<file path="config.mk">
export PLATFORM = sky130hd
export DESIGN_NAME = shifter_seq_flat
export DESIGN_NICKNAME = d
export VERILOG_FILES = /design/src/rtl/shifter_seq_if.sv /design/src/rtl/shifter_seq.sv /design/src/flat_wrapper.sv
export SDC_FILE = /design/constraint.sdc
export NUM_CORES = 1
export LEC_CHECK = 0
export ABC_AREA = 1
export BUFFER_PORTS_ARGS = -buffer_cell sky130_fd_sc_hd__buf_2
export CORE_MARGIN = 4
export CORE_UTILIZATION = 30
export CTS_CLUSTER_SIZE = 30
export DETAILED_ROUTE_END_ITERATION = 8
export SYNTH_ARGS = -nofsm -noshare
export SYNTH_HDL_FRONTEND = slang
export SYNTH_SLANG_ARGS = --single-unit
export TNS_END_PERCENT = 1
</file>
<file path="constraint.sdc">
create_clock -name clk -period 1.4 [get_ports clk]
set_input_delay 0.28 -clock clk [delete_from_list [all_inputs] [get_ports clk]]
set_output_delay 0.28 -clock clk [all_outputs]
set_load 0.03 [all_outputs]
</file>
<file path="src/rtl/shifter_seq_if.sv">
// rtl/shifter_seq_if.sv - start/busy/done command and result bundle for shifter_seq
interface shifter_seq_if #(
  parameter int WIDTH   = 8,
  parameter int SHAMT_W = 3
);
  logic               start;
  logic [2:0]         op;
  logic [SHAMT_W-1:0] shamt;
  logic [WIDTH-1:0]   d_in;
  logic [WIDTH-1:0]   d_out;
  logic               busy;
  logic               done;

  modport master (
    output start, op, shamt, d_in,
    input  d_out, busy, done
  );

  modport slave (
    input  start, op, shamt, d_in,
    output d_out, busy, done
  );
endinterface

</file>
<file path="src/rtl/shifter_seq.sv">
// rtl/shifter_seq.sv - one-bit-per-clock shifter with start/busy/done handshake
// ROL/ROR exist only when SHIFTER_SEQ_ROTATE_EN is defined; otherwise they decode as NOP.
module shifter_seq #(
  parameter int WIDTH   = 8,
  parameter int SHAMT_W = 3
) (
  input  logic        clk,
  input  logic        reset_n,
  shifter_seq_if.slave bus
);
  localparam logic [2:0] OP_LOAD = 3'b001;
  localparam logic [2:0] OP_LSL  = 3'b010;
  localparam logic [2:0] OP_LSR  = 3'b011;
  localparam logic [2:0] OP_ASR  = 3'b100;
`ifdef SHIFTER_SEQ_ROTATE_EN
  localparam logic [2:0] OP_ROL  = 3'b101;
  localparam logic [2:0] OP_ROR  = 3'b110;
`endif

  typedef enum logic [1:0] {
    S_IDLE  = 2'd0,
    S_SHIFT = 2'd1,
    S_DONE  = 2'd2
  } state_t;

  state_t             state, state_nxt;
  logic [SHAMT_W-1:0] cnt, cnt_nxt;
  logic [2:0]         op_q, op_nxt;
  logic [WIDTH-1:0]   d_q, d_nxt;

  function automatic logic is_shift(input logic [2:0] o);
    logic r;
    r = 1'b0;
    case (o)
      OP_LSL, OP_LSR, OP_ASR: r = 1'b1;
`ifdef SHIFTER_SEQ_ROTATE_EN
      OP_ROL, OP_ROR:         r = 1'b1;
`endif
      default:                r = 1'b0;
    endcase
    return r;
  endfunction

  function automatic logic [WIDTH-1:0] step(input logic [2:0] o, input logic [WIDTH-1:0] d);
    logic [WIDTH-1:0] r;
    r = d;
    case (o)
      OP_LSL: r = {d[WIDTH-2:0], 1'b0};
      OP_LSR: r = {1'b0, d[WIDTH-1:1]};
      OP_ASR: r = {d[WIDTH-1], d[WIDTH-1:1]};
`ifdef SHIFTER_SEQ_ROTATE_EN
      OP_ROL: r = {d[WIDTH-2:0], d[WIDTH-1]};
      OP_ROR: r = {d[0], d[WIDTH-1:1]};
`endif
      default: r = d;
    endcase
    return r;
  endfunction

  always_ff @(posedge clk or negedge reset_n) begin
    if (!reset_n) begin
      state <= S_IDLE;
      cnt   <= '0;
      op_q  <= '0;
      d_q   <= '0;
    end else begin
      state <= state_nxt;
      cnt   <= cnt_nxt;
      op_q  <= op_nxt;
      d_q   <= d_nxt;
    end
  end

  always_comb begin
    state_nxt = state;
    cnt_nxt   = cnt;
    op_nxt    = op_q;
    d_nxt     = d_q;
    case (state)
      S_IDLE, S_DONE: begin
        if (bus.start) begin
          op_nxt  = bus.op;
          cnt_nxt = bus.shamt;
          if (bus.op == OP_LOAD) begin
            d_nxt     = bus.d_in;
            state_nxt = S_DONE;
          end else if (is_shift(bus.op) && (bus.shamt != '0)) begin
            state_nxt = S_SHIFT;
          end else begin
            state_nxt = S_DONE;
          end
        end else begin
          state_nxt = S_IDLE;
        end
      end
      S_SHIFT: begin
        // The edge that applies the last step (counter at 1) also enters DONE.
        d_nxt   = step(op_q, d_q);
        cnt_nxt = cnt - SHAMT_W'(1);
        if (cnt == SHAMT_W'(1)) begin
          state_nxt = S_DONE;
        end
      end
      default: state_nxt = S_IDLE;
    endcase
  end

  assign bus.d_out = d_q;
  assign bus.busy  = (state == S_SHIFT);
  assign bus.done  = (state == S_DONE);
endmodule
</file>
<file path="src/flat_wrapper.sv">
// flat-port wrapper written by rule: the top's interface ports become plain ports
module shifter_seq_flat 
#(
  parameter int WIDTH   = 8,
  parameter int SHAMT_W = 3
)
  (clk, reset_n, bus_start, bus_op, bus_shamt, bus_d_in, bus_d_out, bus_busy, bus_done);
  shifter_seq_if #(.WIDTH(WIDTH), .SHAMT_W(SHAMT_W)) bus_i ();
  input  logic clk;
  input  logic reset_n;
  input wire logic [$bits(bus_i.start)-1:0] bus_start;
  input wire logic [$bits(bus_i.op)-1:0] bus_op;
  input wire logic [$bits(bus_i.shamt)-1:0] bus_shamt;
  input wire logic [$bits(bus_i.d_in)-1:0] bus_d_in;
  output wire logic [$bits(bus_i.d_out)-1:0] bus_d_out;
  output wire logic [$bits(bus_i.busy)-1:0] bus_busy;
  output wire logic [$bits(bus_i.done)-1:0] bus_done;
  assign bus_i.start = bus_start;
  assign bus_i.op = bus_op;
  assign bus_i.shamt = bus_shamt;
  assign bus_i.d_in = bus_d_in;
  assign bus_d_out = bus_i.d_out;
  assign bus_busy = bus_i.busy;
  assign bus_done = bus_i.done;
  shifter_seq #(.WIDTH(WIDTH), .SHAMT_W(SHAMT_W)) u_core (.clk(clk), .reset_n(reset_n), .bus(bus_i));
endmodule
</file>
==> results of run 1 <==
## critical path: stages (launching register included)
cell and delay, ns:
sky130_fd_sc_hd__dfrtp_1 0.44, sky130_fd_sc_hd__nand2_4 0.14, sky130_fd_sc_hd__inv_4 0.04, sky130_fd_sc_hd__buf_4 0.16
## sequential cells by signal (all words and copies together) (netlist names)
register	cells
u_core.state	2
u_core.bus.d_out	8
u_core.op_q	3
u_core.cnt	3
## final timing paths
path | start | end | slack [ns] | cells after the start
worst max-delay path | u_core.state[0] | bus_busy | 0.06 | 3
worst min-delay path | bus_shamt[1] | u_core.cnt[1] | 0.23 | 3
worst max register to register | u_core.op_q[0] | u_core.bus.d_out[3] | 0.13 | 8
worst min register to register | u_core.bus.d_out[2] | u_core.bus.d_out[2] | 0.52 | 2
max in group asynchronous | reset_n | u_core.bus.d_out[6] | 0.70 | 2
min in group asynchronous | reset_n | u_core.cnt[0] | 0.43 | 2
## cells by family (layout without fill, tap and decap cells)
group | after synthesis | after routing | synth area share [%]
and+or+nand+nor | 84 | 84 | 39.39
buffers and inverters | 25 | 57 | 10.61
AOI/OAI and AO/OA | 12 | 12 | 7.071
DFF | 16 | 16 | 40.40
adders and majority gates | 2 | 2 | 2.525
## cells in the final DEF (no fill, tap or decap), drive strengths merged
| master | count |
|---|---|
| nand4 | 2 |
| o211ai | 1 |
| dlygate4sd3 | 1 |
| buf | 29 |
| o221ai | 1 |
| nor2 | 2 |
| clkbuf | 4 |
| nand2 | 59 |
| nand3 | 20 |
| o311ai | 1 |
| ha | 2 |
| inv | 23 |
| dfrtp | 16 |
| or3 | 1 |
| o21ai | 9 |
## where the power goes
group | switching (uW) | internal [uW] | leakage (uW)
Clock | 148 | 158 | 0.0000210
Combinational | 1070 | 530 | 0.000495
Sequential | 200 | 685 | 0.000197
## repair_timing
item                       in CTS  in global routing
pin swaps                       0                  1
hold buffers                    1                  0
hold endpoints to repair       16                  0
buffers inserted                1                  1
resized for setup               3                  1
setup endpoints to repair       1                  1
## layout make-up
| class | instances | share of cell area, % |
|---|---|---|
| multi-input combinational | 98 | 39.60 |
| sequential | 16 | 32.32 |
| timing repair buffer | 30 | 13.33 |
| inverter | 23 | 7.374 |
| tap | 44 | 4.444 |
| clock buffer | 4 | 2.929 |
## per-stage QoR
| step | total power (uW) | area, um^2 | hold WS, ns |
|---|---|---|---|
| after floorplan | 2042 | 991.0 | -0.01559 |
| after global placement | 2394 | 1167 | 0.2263 |
| after detailed placement | 2423 | 1167 | 0.2272 |
| after CTS | 2793 | 1231 | 0.2339 |
| after global routing | 3060 | 1239 | 0.2367 |
| final | 2787 | 1239 | 0.2319 |
## routing by layer
layer	track usage [%]	share of wire [%]	vias to the layer above
met4	2.332	0.38	0
li1	-	-	500
met2	20.35	49	26
met5	0	0	-
met3	4.274	6.1	2
met1	14.97	45	449
==> flow_summary.ini, run 1 <==
[synthesis]
synth_top_cell_by_area = sky130_fd_sc_hd__dfrtp_1
synth.top_cells.by_area = sky130_fd_sc_hd__dfrtp_1 40%, sky130_fd_sc_hd__nand2_1 19%, sky130_fd_sc_hd__nand3_1 9.6%
synthesis.nets = 158
dominantRegCellSynth = sky130_fd_sc_hd__dfrtp_1
seq_area_frac_synth_pct = 40.40
post_synth_instance_area_um2 = 991.0
most_frequent_cells_after_synthesis = 50 x sky130_fd_sc_hd__nand2_1, 19 x sky130_fd_sc_hd__nand3_1, 17 x sky130_fd_sc_hd__inv_1
number_of_enable_type_register_cells_in_the_synthesized_netlist = 0
yosys.cell_types.count = 20
ys_ff_latch = 16
yosys.cell_count.top_type = sky130_fd_sc_hd__nand2_1
ys.warnings.count = 0
synth_async_sr_flop_share_pct = 100.0
postSynthCellCount = 139
synth.top_cell.area_share_pct = 40.40
mean_area_per_synthesized_cell_um2 = 7.129

[layout]
final_layout_size_suffix_gt1_share_pct = 29.24
insertedDiodeCount = 0
finalNetCount = 191
register_cell_area_after_layout_um2 = 400.4
layout.cells.non_filler = 215
flow.area_growth_from_synthesis_pct = 25.00
final_util_pct = 39.92
filler_cell_count = 341
area_of_the_multi_input_gates_um2 = 490.5

[sta]
timing_max_transition_violations_final = 0
relSlewSlack_pct = 74.77
tns_ns = 0
finalWorstSetupSlack_ns = 0.05910
hold_viol_final = 0
final.min_clock_period_ns = 1.341
final_min_period_over_clock_period_pct = 95.78
finalSetupViolCount = 0
worst_clock_skew_ns = 0.0008457
tightest_slew_ns = 0.3785
grt_setup_unrepaired = no
max_freq_mhz = 745.8

[power]
leakagePower_uw = 0.0007136
power.density_cell_area_mw_per_mm2 = 2250
irDropWorstVdd_v = 0.001031

[drt]
initialDrtViolationCount = 45
number_of_remaining_drc_errors = 0
wire_per_inst_um = 10.91
wirelength_mm = 2.346
detailroute.via_count = 977
postRouteAntennaNets = 0
first_pass_iters = 4
post_detailed_route_via_to_cell_ratio = 4.544

[worst_setup_path]
timing.setup.critical_path_class = reg2out
cp.required_ns = 1.12
timing.critical_path.from_type = flop
worstPathArrival_ns = 1.06
endpoint_kind = primary output
cp_max_fo = 7

[global_route]
grt.total_usage_pct = 12.10
global_route_wire_length_before_repair_mm = 3.981
number_of_antenna_violations_at_the_first_check_in_global_routing = 0
grt_start_max_net_pins = 17
grt_pass1_vias = 901
globalRouteOverflowTotal = 0

[clock_network]
worst_setup_hold_path_clk_slew_ns = 0.09
cts_max_level = 1
clk_path_buf_depth = 2
cts_root_buf = sky130_fd_sc_hd__clkbuf_4
cts-buffers-inserted = 3
clock-sinks = 16
cts_tree = built
clk_latency_ns = 0.28

[floorplan]
ios = 27
die_w_um = 65.48
starting_density_of_the_core_pct = 31.94
fp.coreArea_mm2 = 0.003103
rows = 20
dieHeight_um = 65.48
floorplan.die_area_mm2 = 0.004287

[placed_design]
place_hpwl_mm = 1.780
gpl.final_weighted_congestion = 0.8177
dp_slack_ns = 0.1384
placement.io_buffers = 26
dp_cells = 208

[outcome]
run_status = finished clean

[flow_run]
cap_viol_max_count = 0

[worst_hold_path]
timing.hold.worst.class = in2reg
No activity file was read; power rests on OpenSTA's default activity.
==> run 2: changes to the inputs <==
==> constraint.sdc (replaced) <==
create_clock -name clk -period 1.7 [get_ports clk]
set_input_delay 0.34 -clock clk [delete_from_list [all_inputs] [get_ports clk]]
set_output_delay 0.34 -clock clk [all_outputs]
set_load 0.03 [all_outputs]
==> flow_summary.ini, run 2 (synthesis results as in run 1) <==
[flow_run]
cap_viol_max_count = 0

[floorplan]
fp.coreArea_mm2 = 0.003103
rows = 20
dieHeight_um = 65.48
die_w_um = 65.48
floorplan.die_area_mm2 = 0.004287
ios = 27
starting_density_of_the_core_pct = 31.94

[sta]
worst_clock_skew_ns = 0.001428
max_freq_mhz = 643.7
grt_setup_unrepaired = no
final_min_period_over_clock_period_pct = 91.38
hold_viol_final = 0
timing_max_transition_violations_final = 0
tightest_slew_ns = 0.3762
relSlewSlack_pct = 74.92
finalSetupViolCount = 0
tns_ns = 0
finalWorstSetupSlack_ns = 0.1465
final.min_clock_period_ns = 1.554

[worst_setup_path]
worstPathArrival_ns = 1.21
timing.setup.critical_path_class = reg2out
endpoint_kind = primary output
cp.required_ns = 1.36
timing.critical_path.from_type = flop
cp_max_fo = 12

[clock_network]
clock-sinks = 16
cts_root_buf = sky130_fd_sc_hd__clkbuf_4
cts-buffers-inserted = 3
post-cts-setup-buffer-count = 0
worst_setup_hold_path_clk_slew_ns = 0.10
cts_tree = built
cts_max_level = 1
clk_path_buf_depth = 2
clk_latency_ns = 0.29

[power]
irDropWorstVdd_v = 0.0009556
p_total_uw = 2260
leakagePower_uw = 0.0007033
power.density_cell_area_mw_per_mm2 = 1847

[drt]
detailroute.via_count = 966
post_detailed_route_via_to_cell_ratio = 4.535
first_pass_iters = 4
wirelength_mm = 2.360
wire_per_inst_um = 11.08
postRouteAntennaNets = 0
initialDrtViolationCount = 48
number_of_remaining_drc_errors = 0

[layout]
finalNetCount = 189
final_layout_size_suffix_gt1_share_pct = 27.81
largest_register_ffs = 8
flow.area_growth_from_synthesis_pct = 23.48
layout_commonest_cell = sky130_fd_sc_hd__nand2_1
insertedDiodeCount = 0
layout.cells.non_filler = 213
highest_count_cells_in_the_layout_ignoring_fill_and_taps = 50 x sky130_fd_sc_hd__nand2_1, 26 x sky130_fd_sc_hd__buf_2, 19 x sky130_fd_sc_hd__nand3_1

[worst_hold_path]
timing.hold.worst.class = in2reg

[placed_design]
dp_cells = 208
placement.io_buffers = 26
gpl.final_weighted_congestion = 0.8092
place_hpwl_mm = 1.872
dp_slack_ns = 0.3661

[global_route]
grt.total_usage_pct = 11.98
grt_pass1_vias = 919
number_of_antenna_violations_at_the_first_check_in_global_routing = 0
globalRouteOverflowTotal = 0
global_route_wire_length_before_repair_mm = 3.912
grt_start_max_net_pins = 17

[outcome]
run_status = finished clean
[run 2: routing by layer]
layer	wire length [um]	share of wire (%)	up-vias	global-route usage [%]
met5	0	0	-	0
met2	1128	48	26	20.10
li1	-	-	499	-
met4	61	2.6	0	5.181
met3	134	5.7	6	3.248
met1	1036	44	435	14.30
[run 2: worst max-delay path, cell delays in order, from the launching register on]
cell and delay, ns:
sky130_fd_sc_hd__dfrtp_1 0.44, sky130_fd_sc_hd__nand2_4 0.16, sky130_fd_sc_hd__clkinv_4 0.12, sky130_fd_sc_hd__buf_2 0.19
[run 2: layout make-up]
class                   instances  area [um^2]
multi-input cells              98        490.5
clock buffers                   4        36.28
fillers                       349         1879
repair buffers                 28        147.6
well taps                      44        55.05
inverters                      23        93.84
flip-flops and latches         16        400.4
[run 2: repair_timing]
item	4_1_cts	5_1_grt
hold buffers	1	0
endpoints found under the hold margin	16	0
resized for setup	0	3
endpoints found under the setup margin	0	1
[run 2: path summary, 6_finish.rpt]
check / startpoint / end / slack [ns] / cells after the start
hold reg to reg: u_core.bus.d_out[0] / u_core.bus.d_out[0] / 0.52 / 2
hold / removal: bus_shamt[1] / u_core.cnt[1] / 0.28 / 3
max in group asynchronous: reset_n / u_core.bus.d_out[6] / 0.95 / 2
setup / recovery: u_core.state[0] / bus_busy / 0.15 / 3
min in group asynchronous: reset_n / u_core.state[0] / 0.48 / 2
setup reg to reg: u_core.op_q[1] / u_core.bus.d_out[6] / 0.45 / 8
[run 2: power by group]
part | total (uW) | switching (uW) | internal [uW] | leakage [uW]
registers | 727 | 163 | 564 | 0.000197
clock network | 260 | 129 | 131 | 0.0000210
logic | 1270 | 866 | 408 | 0.000485
[run 2: per-stage QoR]
| step | area, um^2 | util [%] | hold WS, ns |
|---|---|---|---|
| 2_1_floorplan | 991.0 | - | 0.04441 |
| 3_3_place_gp | 1167 | 37.62 | 0.2761 |
| 3_5_place_dp | 1167 | 37.62 | 0.2804 |
| 4_1_cts | 1214 | 39.11 | 0.2842 |
| 5_1_grt | 1224 | 39.44 | 0.2809 |
| 6_report | 1224 | 39.44 | 0.2849 |
==> run 3: changes to the inputs <==
==> constraint.sdc (replaced) <==
create_clock -name clk -period 1.3 [get_ports clk]
set_input_delay 0.26 -clock clk [delete_from_list [all_inputs] [get_ports clk]]
set_output_delay 0.26 -clock clk [all_outputs]
set_load 0.03 [all_outputs]
==> flow_summary.ini, run 3 (synthesis results as in run 1) <==
[layout]
final_layout_size_suffix_gt1_share_pct = 32.96
finalNetCount = 199
insertedDiodeCount = 0
layout_commonest_cell = sky130_fd_sc_hd__nand2_1
finish.instance_area_mm2 = 0.001324
final_util_pct = 42.66
highest_count_cells_in_the_layout_ignoring_fill_and_taps = 50 x sky130_fd_sc_hd__nand2_1, 24 x sky130_fd_sc_hd__buf_2, 19 x sky130_fd_sc_hd__nand3_1
filler_cell_count = 337
flow.area_growth_from_synthesis_pct = 33.59
layout.cells.non_filler = 223
largest_register_ffs = 8

[power]
leakagePower_uw = 0.0007588
irDropWorstVdd_v = 0.001022
power.density_cell_area_mw_per_mm2 = 2446

[global_route]
number_of_antenna_violations_at_the_first_check_in_global_routing = 0
global_route_wire_length_before_repair_mm = 3.912
grt_start_max_net_pins = 17
grt_pass1_vias = 898
globalRouteOverflowTotal = 0
grt.total_usage_pct = 11.90

[sta]
finalSetupViolCount = 0
tns_ns = 0
final_min_period_over_clock_period_pct = 97.91
final.min_clock_period_ns = 1.273
finalWorstSetupSlack_ns = 0.02720
max_freq_mhz = 785.7
relSlewSlack_pct = 75.17
timing_max_transition_violations_final = 0
hold_viol_final = 0
worst_clock_skew_ns = 0.006096
grt_setup_unrepaired = yes
tightest_slew_ns = 0.3725

[drt]
initialDrtViolationCount = 14
first_pass_iters = 6
number_of_remaining_drc_errors = 0
post_detailed_route_via_to_cell_ratio = 4.552
wirelength_mm = 2.429
detailroute.via_count = 1015
postRouteAntennaNets = 0
wire_per_inst_um = 10.89

[outcome]
run_status = finished clean

[worst_setup_path]
timing.setup.critical_path_class = reg2out
critical_path.cell_chain = nor2_1 -> buf_4
timing.critical_path.from_type = flop
worst_r2r_path_depth = 9
r2r_setup_slack_ns = 0.09
critical_path.max_stage_delay_ns = 0.44
cp_slowest_cell = sky130_fd_sc_hd__dfrtp_1
worstPathArrival_ns = 1.01
cp_max_fo = 3
worstReg2RegEnd = u_core.bus.d_out[2]
cp.required_ns = 1.04
endpoint_kind = primary output
launch_point_of_the_worst_reg_to_reg_path = u_core.state[0]

[clock_network]
clk_path_buf_depth = 2
worst_setup_hold_path_clk_slew_ns = 0.10
clock-sinks = 16
clk_latency_ns = 0.29
cts_root_buf = sky130_fd_sc_hd__clkbuf_4
cts_max_level = 1
cts-buffers-inserted = 3
cts_tree = built

[worst_hold_path]
worstHoldEndpoint = u_core.cnt[2]
worst_hold_path.num_cells = 3
timing.hold.worst.class = in2reg
worst_hold_startpoint = bus_shamt[2]

[flow_run]
cap_viol_max_count = 0

[floorplan]
ios = 27
starting_density_of_the_core_pct = 31.94
die_w_um = 65.48
rows = 20
floorplan.die_area_mm2 = 0.004287
fp.coreArea_mm2 = 0.003103
dieHeight_um = 65.48

[placed_design]
dp_cells = 211
gpl.final_weighted_congestion = 0.7980
place_hpwl_mm = 1.810
dp_slack_ns = 0.08363
placement.io_buffers = 26
postPlaceCellArea_mm2 = 0.001190
==> run 3: layer usage <==
metal,GRT usage [%],routed length (um)
met5,0,0
met4,4.663,9
met3,2.735,131
met2,19.47,1171
met1,15.14,1117
==> run 3: what timing repair did <==
action / CTS / global route
gates cloned: 0 / 0
setup buffers: 2 / 5
hold endpoints to repair: 16 / 0
endpoints found under the setup margin: 2 / 10
pin swaps: 1 / 5
hold buffers: 1 / 0
resized for setup: 4 / 7
==> run 3: worst max-delay path, delay by kind of cell, from the launching register on <==
family	cells	cell delay [ns]
flip-flops	1	0.44
buffers and inverters	1	0.17
AND/OR/NAND/NOR	1	0.11
==> run 3: metrics by stage <==
step	power [uW]	hold WS, ns
after floorplan	2199	-0.03559
after global placement	2664	0.1988
after detailed placement	2673	0.2032
after CTS	3107	0.2061
after global routing	3500	0.2160
final	3238	0.2105
==> run 3: worst max path at each step <==
stage,from,end,slack (ns),depth (start not counted)
3_3_place_gp,u_core.op_q[0],u_core.bus.d_out[1],0.09,8
4_1_cts,u_core.state[1],bus_busy,0.02,4
6_report,u_core.state[0],bus_done,0.03,2
5_1_grt,u_core.state[0],bus_done,-0.02,2
2_1_floorplan,u_core.op_q[0],u_core.bus.d_out[6],0.20,8
3_5_place_dp,u_core.op_q[0],u_core.bus.d_out[1],0.08,8
==> run 3: area by class of cell <==
| class | count | area, um^2 | area share [%] |
|---|---|---|---|
| clock buffers | 4 | 36.28 | 2.741 |
| inverters | 23 | 93.84 | 7.089 |
| multi-input cells | 98 | 503.0 | 38.00 |
| flip-flops and latches | 16 | 400.4 | 30.25 |
| well taps | 44 | 55.05 | 4.159 |
| repair buffers | 38 | 235.2 | 17.77 |
==> run 3: where the power goes <==
part / total [uW] / switching (uW) / leakage (uW) / internal [uW]
logic: 1940 / 1220 / 0.000540 / 724
clock network: 341 / 170 / 0.0000210 / 171
registers: 956 / 219 / 0.000197 / 737
total: 3240 / 1610 / 0.000759 / 1630
